## src/rtl/tile_scheduler.sv

```systemverilog
// tile_scheduler: walks one GEMM job as (m outer, n middle, k inner) tile commands
// to the systolic core, one tile in flight at a time.
module tile_scheduler #(
    parameter int DIM_W = 32
) (
    input  logic             clk,
    input  logic             rst,
    input  logic             start_pulse,
    input  logic             abort_pulse,
    input  logic             irq_en,
    input  logic [DIM_W-1:0] cfg_M,
    input  logic [DIM_W-1:0] cfg_N,
    input  logic [DIM_W-1:0] cfg_K,
    input  logic [DIM_W-1:0] cfg_Tm,
    input  logic [DIM_W-1:0] cfg_Tn,
    input  logic [DIM_W-1:0] cfg_Tk,
    output logic             tile_valid,
    input  logic             tile_ready,
    output logic [DIM_W-1:0] tile_m,
    output logic [DIM_W-1:0] tile_n,
    output logic [DIM_W-1:0] tile_k,
    output logic [DIM_W-1:0] tile_sm,
    output logic [DIM_W-1:0] tile_sn,
    output logic [DIM_W-1:0] tile_sk,
    output logic             tile_first_k,
    output logic             tile_last_k,
    input  logic             core_tile_done,
    output logic             busy,
    output logic             done_tile_pulse,
    output logic             done_all_pulse,
    output logic             irq,
    output logic             cfg_err_pulse,
    output logic             bank_sel_rd,
    output logic [31:0]      tiles_issued
);
    typedef enum logic [1:0] {IDLE, ISSUE, WAIT, DONE} state_t;
    state_t state, state_nx;
    logic [DIM_W-1:0] dm, dn, dk, tm, tn, tk;
    logic [DIM_W:0] m_end, n_end, k_end;
    logic m_wrap, n_wrap, k_wrap, cfg_bad, dim_zero, go, adv;

    // one extra bit so base + T cannot wrap near 2^DIM_W
    assign m_end = {1'b0, tile_m} + {1'b0, tm};
    assign n_end = {1'b0, tile_n} + {1'b0, tn};
    assign k_end = {1'b0, tile_k} + {1'b0, tk};
    assign m_wrap = m_end >= {1'b0, dm};
    assign n_wrap = n_end >= {1'b0, dn};
    assign k_wrap = k_end >= {1'b0, dk};
    assign cfg_bad = cfg_Tm == '0 || cfg_Tn == '0 || cfg_Tk == '0;
    assign dim_zero = cfg_M == '0 || cfg_N == '0 || cfg_K == '0;
    assign go = state == IDLE && start_pulse && !abort_pulse;
    assign adv = state == WAIT && core_tile_done && !abort_pulse;

    assign tile_valid = state == ISSUE;
    assign busy = state != IDLE;
    assign done_all_pulse = state == DONE;
    assign irq = done_all_pulse && irq_en;
    assign tile_sm = tm < dm - tile_m ? tm : dm - tile_m;
    assign tile_sn = tn < dn - tile_n ? tn : dn - tile_n;
    assign tile_sk = tk < dk - tile_k ? tk : dk - tile_k;
    assign tile_first_k = busy && tile_k == '0;
    assign tile_last_k = busy && k_wrap;

    always_ff @(posedge clk) begin
        if (rst) state <= IDLE;
        else state <= state_nx;
    end

    always_comb begin
        state_nx = state;
        if (abort_pulse) state_nx = IDLE;
        else if (go && !cfg_bad) state_nx = dim_zero ? DONE : ISSUE;
        else if (state == ISSUE && tile_ready) state_nx = WAIT;
        else if (state == WAIT && core_tile_done) state_nx = k_wrap && n_wrap && m_wrap ? DONE : ISSUE;
        else if (state == DONE) state_nx = IDLE;
    end

    always_ff @(posedge clk) begin
        if (rst) begin
            {dm, dn, dk, tm, tn, tk} <= '0;
            {tile_m, tile_n, tile_k} <= '0;
            tiles_issued <= '0;
            bank_sel_rd <= 1'b0;
            done_tile_pulse <= 1'b0;
            cfg_err_pulse <= 1'b0;
        end else begin
            cfg_err_pulse <= go && cfg_bad;
            done_tile_pulse <= adv && k_wrap;
            if (go && !cfg_bad) begin
                {dm, dn, dk, tm, tn, tk} <= {cfg_M, cfg_N, cfg_K, cfg_Tm, cfg_Tn, cfg_Tk};
                {tile_m, tile_n, tile_k} <= '0;
                tiles_issued <= '0;
                bank_sel_rd <= 1'b0;
            end
            if (state == ISSUE && tile_ready && !abort_pulse) tiles_issued <= tiles_issued + 32'd1;
            if (adv) begin
                bank_sel_rd <= !bank_sel_rd;
                tile_k <= k_wrap ? '0 : k_end[DIM_W-1:0];
                tile_n <= k_wrap ? (n_wrap ? '0 : n_end[DIM_W-1:0]) : tile_n;
                tile_m <= k_wrap && n_wrap ? (m_wrap ? '0 : m_end[DIM_W-1:0]) : tile_m;
            end
        end
    end
endmodule

```

## config.mk

```make
export PLATFORM = sky130hd
export DESIGN_NAME = tile_scheduler
export DESIGN_NICKNAME = d
export VERILOG_FILES = /design/src/rtl/tile_scheduler.sv
export SDC_FILE = /design/constraint.sdc
export NUM_CORES = 1
export LEC_CHECK = 0
export CAP_MARGIN = 15
export CORE_MARGIN = 2
export CORE_UTILIZATION = 40
export DETAILED_ROUTE_END_ITERATION = 8
export GPL_TIMING_DRIVEN = 1
export PLACE_DENSITY = 0.69
export SLEW_MARGIN = 10
export SYNTH_ARGS = -nofsm -noshare
export SYNTH_HDL_FRONTEND = slang
export SYNTH_SLANG_ARGS = --single-unit
```

## constraint.sdc

```tcl
create_clock -name clk -period 6.8 [get_ports clk]
set_clock_uncertainty 0.1 [all_clocks]
set_input_delay 1.02 -clock clk [delete_from_list [all_inputs] [get_ports clk]]
set_output_delay 1.02 -clock clk [all_outputs]
set_load 0.005 [all_outputs]
```

==> reports/results.txt <==
Yosys mapped a number of flops with a built-in enable equal to 0. Summing the areas of all and, or, nand and nor instances in the mapped netlist gives 18.5% of the synthesized area. The setup violation total in the final timing report was 0. The most common library cell in the layout ignoring fill and taps was sky130_fd_sc_hd__nand2_1. The number of antenna violations at the first check in global routing was 4. With fillers left out, the area of the finished cells amounts to 34600 sq um.

The net count of the finished layout is 4531. The pre-antenna-repair detailed-routing pass consisted of 7 iterations. Summed over all nets, the switching power comes to 2.14 mW. 432 I/O pins were placed. The standard cell with the maximum stage delay on the critical path is sky130_fd_sc_hd__or4b_4.

The highest clock rate was 149 MHz; the wire length of the first global-routing pass was 149 mm. The startpoint identified for the worst register-to-register timing path is tile_n[0]$_SDFFE_PP0P_. Along the worst hold path, the cell count comes to 2. Type of the most critical hold path: reg2reg. The run gives 4090 as the synthesized net count. TritonCTS built the clock tree.

The normalized max-slew margin was 25.2%. Sequential cells were found to cover 24.2% of the synthesized design area. Measured slew at the worst slew-check pin: 1.12 ns. By area the synthesized netlist is led by sky130_fd_sc_hd__dfxtp_1 (24%), sky130_fd_sc_hd__ha_1 (18%), sky130_fd_sc_hd__a21oi_1 (7.7%). After Yosys synthesis, full adders, half adders and majority gates account for 18.1% of the synthesized area. The run gives 42 as the total CTS buffers. The number of register bits inferred by synthesis is 325. The tools report the total area of multi-input combinational cells as 19200 sq um. HPWL after detailed placement: 75.1 mm.

IR analysis of the VDD net gives a maximum drop of 157 uV. The routed design could run at a clock period as short as 6.69 ns. Kind of critical path: reg2out. Relative to the synthesized area, the layout overhead comes to 28.6%. In this run the cell area of the synthesized design comes to 26900 sq um. The area share of the largest cell type after synthesis was 24.2%; the storage element area was 6520 sq um. Of the cells placed in the final design, the portion with a size suffix greater than 1 is 8.74%.

After detailed routing, the total wire length is 97.6 mm. The core area came out at 66900 sq um. The endpoint of the most critical register-to-register path was tile_m[28]$_SDFFE_PP0P_.

The type of element capturing the critical path was an output pin. The total count of hold-check failures in the final report was 0; the mean area per synthesized cell was 7.67 sq um. The path with the worst hold slack has its endpoint at dn[0]$_SDFFE_PP0P_. The switching part of the total power was 33.1%; the delay of the slowest critical-path stage was 0.52 ns. The logs give 26200 for the via count of the first global-routing pass and 4.32 mW for the cell-internal power. The final critical path takes up 98.4% of the cycle. Along the worst path, the maximum fanout reaches 7. The startpoint of the tightest hold check path was dn[0]$_SDFFE_PP0P_. The height of the chip came out at 263 um. The final-layout worst hold slack is 0.371 ns, and the floorplan row count is 95. After detailed routing, the number of remaining DRC violations is 0.

The launching element type of the critical path is a flop. In this run, flip-flops and latches consume 31.4% of the power. The run gives 26.9% as the all-layer global routing usage. The tools report the initial standard-cell utilization of the core as 40.2%. The routed wirelength normalized by instance count is 20.1 um, and the max-capacitance violation count is 0.

By area, the combinational part of the netlist is dominated by compound AO/OA/AOI/OAI gates. In this run the power density over the cells is 187 nW/um^2. The most used flip-flop cell after synthesis was sky130_fd_sc_hd__dfxtp_1. The total placed instance area is 32300 sq um, and the pin count of the biggest net entering global routing is 103. The share of synthesized area spent on multiplexers came out at 2.66%.

The clock root buffer is sky130_fd_sc_hd__clkbuf_16. Summing internal, switching and leakage power gives 6.46 mW. The overall overflow remaining after global route came out at 0. The worst-case setup slack after placement is -0.0534 ns.

In this run, placement finished with an instance count of 4731. Yosys printed 0 warnings. In this run, the number of DRC markers left after iteration 0 of detailed routing was 2113. The die footprint was 69300 sq um.

The logs give 0 for the final-report max-slew violation count and 0.67 ns for the worst-case register-to-register setup slack. Clock sink total: 325. The overall die width works out to 263 um. Summing the areas of all compound-gate instances in the mapped netlist gives 24.3% of the synthesized area. After layout, the worst setup slack is 0.111 ns. The logs give 15.5 nW for the leakage power and 3506 for the gate count after technology mapping. For the count of different cell masters after synthesis, the log shows 89. The path depth of the worst reg2reg path was 25. In the layout the commonest cells are sky130_fd_sc_hd__nand2_1 (532), sky130_fd_sc_hd__a21oi_1 (398), sky130_fd_sc_hd__ha_1 (376), sky130_fd_sc_hd__clkdlybuf4s50_1 (341), sky130_fd_sc_hd__dfxtp_1 (318). The synthesized design spends more area on one cell type than any other, namely sky130_fd_sc_hd__dfxtp_1.

The flow ran to the end, and the final reports show no timing, DRC or antenna violations. For the final routed database, the setup TNS stands at 0 ns. No sink is reached through more buffers than the 3 on the longest clock path. The clock transition time at the flip-flop clock pins of the worst setup and hold paths is 0.06 ns, and the utilization after layout is 51.7%. For the routability-driven placement congestion ratio, the log shows 0.959. The xor-xnor portion of the synthesized cell area came out at 5.79%. STA puts the critical path data required time at 5.68 ns.

The tools report the endpoint arrival time on the critical path as 5.57 ns. In this run the remaining antenna-violating nets after routing total 0. In the synthesized netlist the async set-or-reset flop fraction comes to 0%. Summing over every cut layer, the via total after detailed routing is 27300.

The logs give 30.9% for the fraction of power consumed by combinational cells and 2 for the number of H-tree levels. The filler cells instantiated in the layout total 6438. The ratio of routed vias to standard cells is 5.63, and the clock latency at the later pin of the worst-skew pair is 0.58 ns.

The number of buffer cells added on primary ports was 431. The clock network accounts for 37.6% of the total power. The tools report the number of cells in the finished layout apart from fillers as 4855.
worst max-delay path by stage:
| stage | startpoint | cells past startpoint | slack, ns | to |
|---|---|---|---|---|
| finish | dk[0]$_SDFFE_PP0P_ | 27 | 0.11 | tile_sk[2] |
| global route | dk[0]$_SDFFE_PP0P_ | 25 | -0.06 | tile_sk[2] |
| CTS | tile_m[0]$_SDFFE_PP0P_ | 26 | 0.002 | tile_sm[24] |
| detailed placement | dn[0]$_SDFFE_PP0P_ | 24 | -0.05 | tile_sn[9] |
| global placement | dn[0]$_SDFFE_PP0P_ | 24 | 0.05 | tile_sn[14] |
| floorplan | tile_k[0]$_SDFFE_PP0P_ | 21 | 1.05 | tile_sk[10] |
Yosys cell counts, types with 14 or more instances:
| cell type | number |
|---|---|
| sky130_fd_sc_hd__o211ai_1 | 21 |
| sky130_fd_sc_hd__nor3_1 | 33 |
| sky130_fd_sc_hd__a22oi_1 | 33 |
| sky130_fd_sc_hd__xor2_1 | 69 |
| sky130_fd_sc_hd__nand4_1 | 70 |
| sky130_fd_sc_hd__xnor2_1 | 109 |
| sky130_fd_sc_hd__clkbuf_1 | 106 |
| sky130_fd_sc_hd__mux2i_1 | 68 |
| sky130_fd_sc_hd__a21o_1 | 146 |
| sky130_fd_sc_hd__ha_1 | 379 |
| sky130_fd_sc_hd__nor2b_1 | 33 |
| sky130_fd_sc_hd__nor2_1 | 163 |
| sky130_fd_sc_hd__a211oi_1 | 14 |
| sky130_fd_sc_hd__a22o_1 | 62 |
| sky130_fd_sc_hd__o21ai_0 | 133 |
| sky130_fd_sc_hd__and3_1 | 21 |
| sky130_fd_sc_hd__nand3_1 | 54 |
| sky130_fd_sc_hd__nand2b_1 | 25 |
| sky130_fd_sc_hd__o21bai_1 | 28 |
| sky130_fd_sc_hd__a31oi_1 | 16 |
| sky130_fd_sc_hd__dfxtp_1 | 325 |
| sky130_fd_sc_hd__inv_1 | 319 |
| sky130_fd_sc_hd__or3_1 | 17 |
| sky130_fd_sc_hd__o21a_1 | 28 |
| sky130_fd_sc_hd__nand2_1 | 536 |
| sky130_fd_sc_hd__nor4_1 | 64 |
| sky130_fd_sc_hd__a21oi_1 | 416 |
kinds of logic (layout without fill, tap and decap cells):
| logic type | count (synthesis) | count (layout) |
|---|---|---|
| AO/OA/AOI/OAI | 1021 | 1021 |
| XOR/XNOR | 178 | 178 |
| adder cells (fa/ha/maj) | 385 | 385 |
| buffers and inverters | 449 | 924 |
| flip-flops | 325 | 325 |
| multiplexers | 71 | 71 |
| other | 0 | 1 |
| AND/OR/NAND/NOR | 1077 | 1077 |
routing by layer:
| layer | share of wire [%] | GRT usage (%) |
|---|---|---|
| met1 | 44 | 35.4 |
| met2 | 46 | 44.6 |
| met3 | 6.9 | 4.70 |
| met4 | 2.7 | 8.22 |
| met5 | 0.043 | 0 |
flip-flops by register name, summed over array words and instances, names as in the netlist, 2 cells and up:
name          cells
dk               32
dm               32
dn               32
state             2
tile_k           32
tile_m           32
tile_n           32
tiles_issued     32
tk               32
tm               32
tn               32
power groups by stage:
stage / logic (mW) / registers, mW / clock network [mW]
finish: 2.00 / 2.03 / 2.43
global route: 2.18 / 2.04 / 2.54
CTS: 1.88 / 2.03 / 2.47
detailed placement: 1.80 / 2.07 / 0
global placement: 1.79 / 2.07 / 0
floorplan: 1.11 / 2.04 / 0
area by class of cell:
cell class / count / area share (%)
Multi-Input combinational cell: 2732 / 55.5
Sequential cell: 325 / 18.8
Timing Repair Buffer: 527 / 14.8
Clock buffer: 53 / 3.49
Inverter: 319 / 3.46
Tap cell: 873 / 3.16
Clock inverter: 25 / 0.781
Antenna cell: 1 / 0.00724
critical path: cells and delay by family (launching register included):
| family | cells | cell delay (ns) |
|---|---|---|
| AO/OA/AOI/OAI | 9 | 1.58 |
| flip-flops | 1 | 0.33 |
| AND/OR/NAND/NOR | 5 | 0.99 |
| adder cells (fa/ha/maj) | 3 | 0.74 |
| XOR/XNOR | 1 | 0.10 |
| buffers and inverters | 8 | 1.02 |
| multiplexers | 1 | 0.22 |
repair_timing:
action / 4_1_cts / 5_1_grt
hold buffers: 0 / 0
cloned: 4 / 2
pin swaps: 10 / 43
gates resized for setup: 117 / 223
buffers inserted: 14 / 30
endpoints found under the setup margin: 97 / 97
No activity file was read; power rests on OpenSTA's default activity.
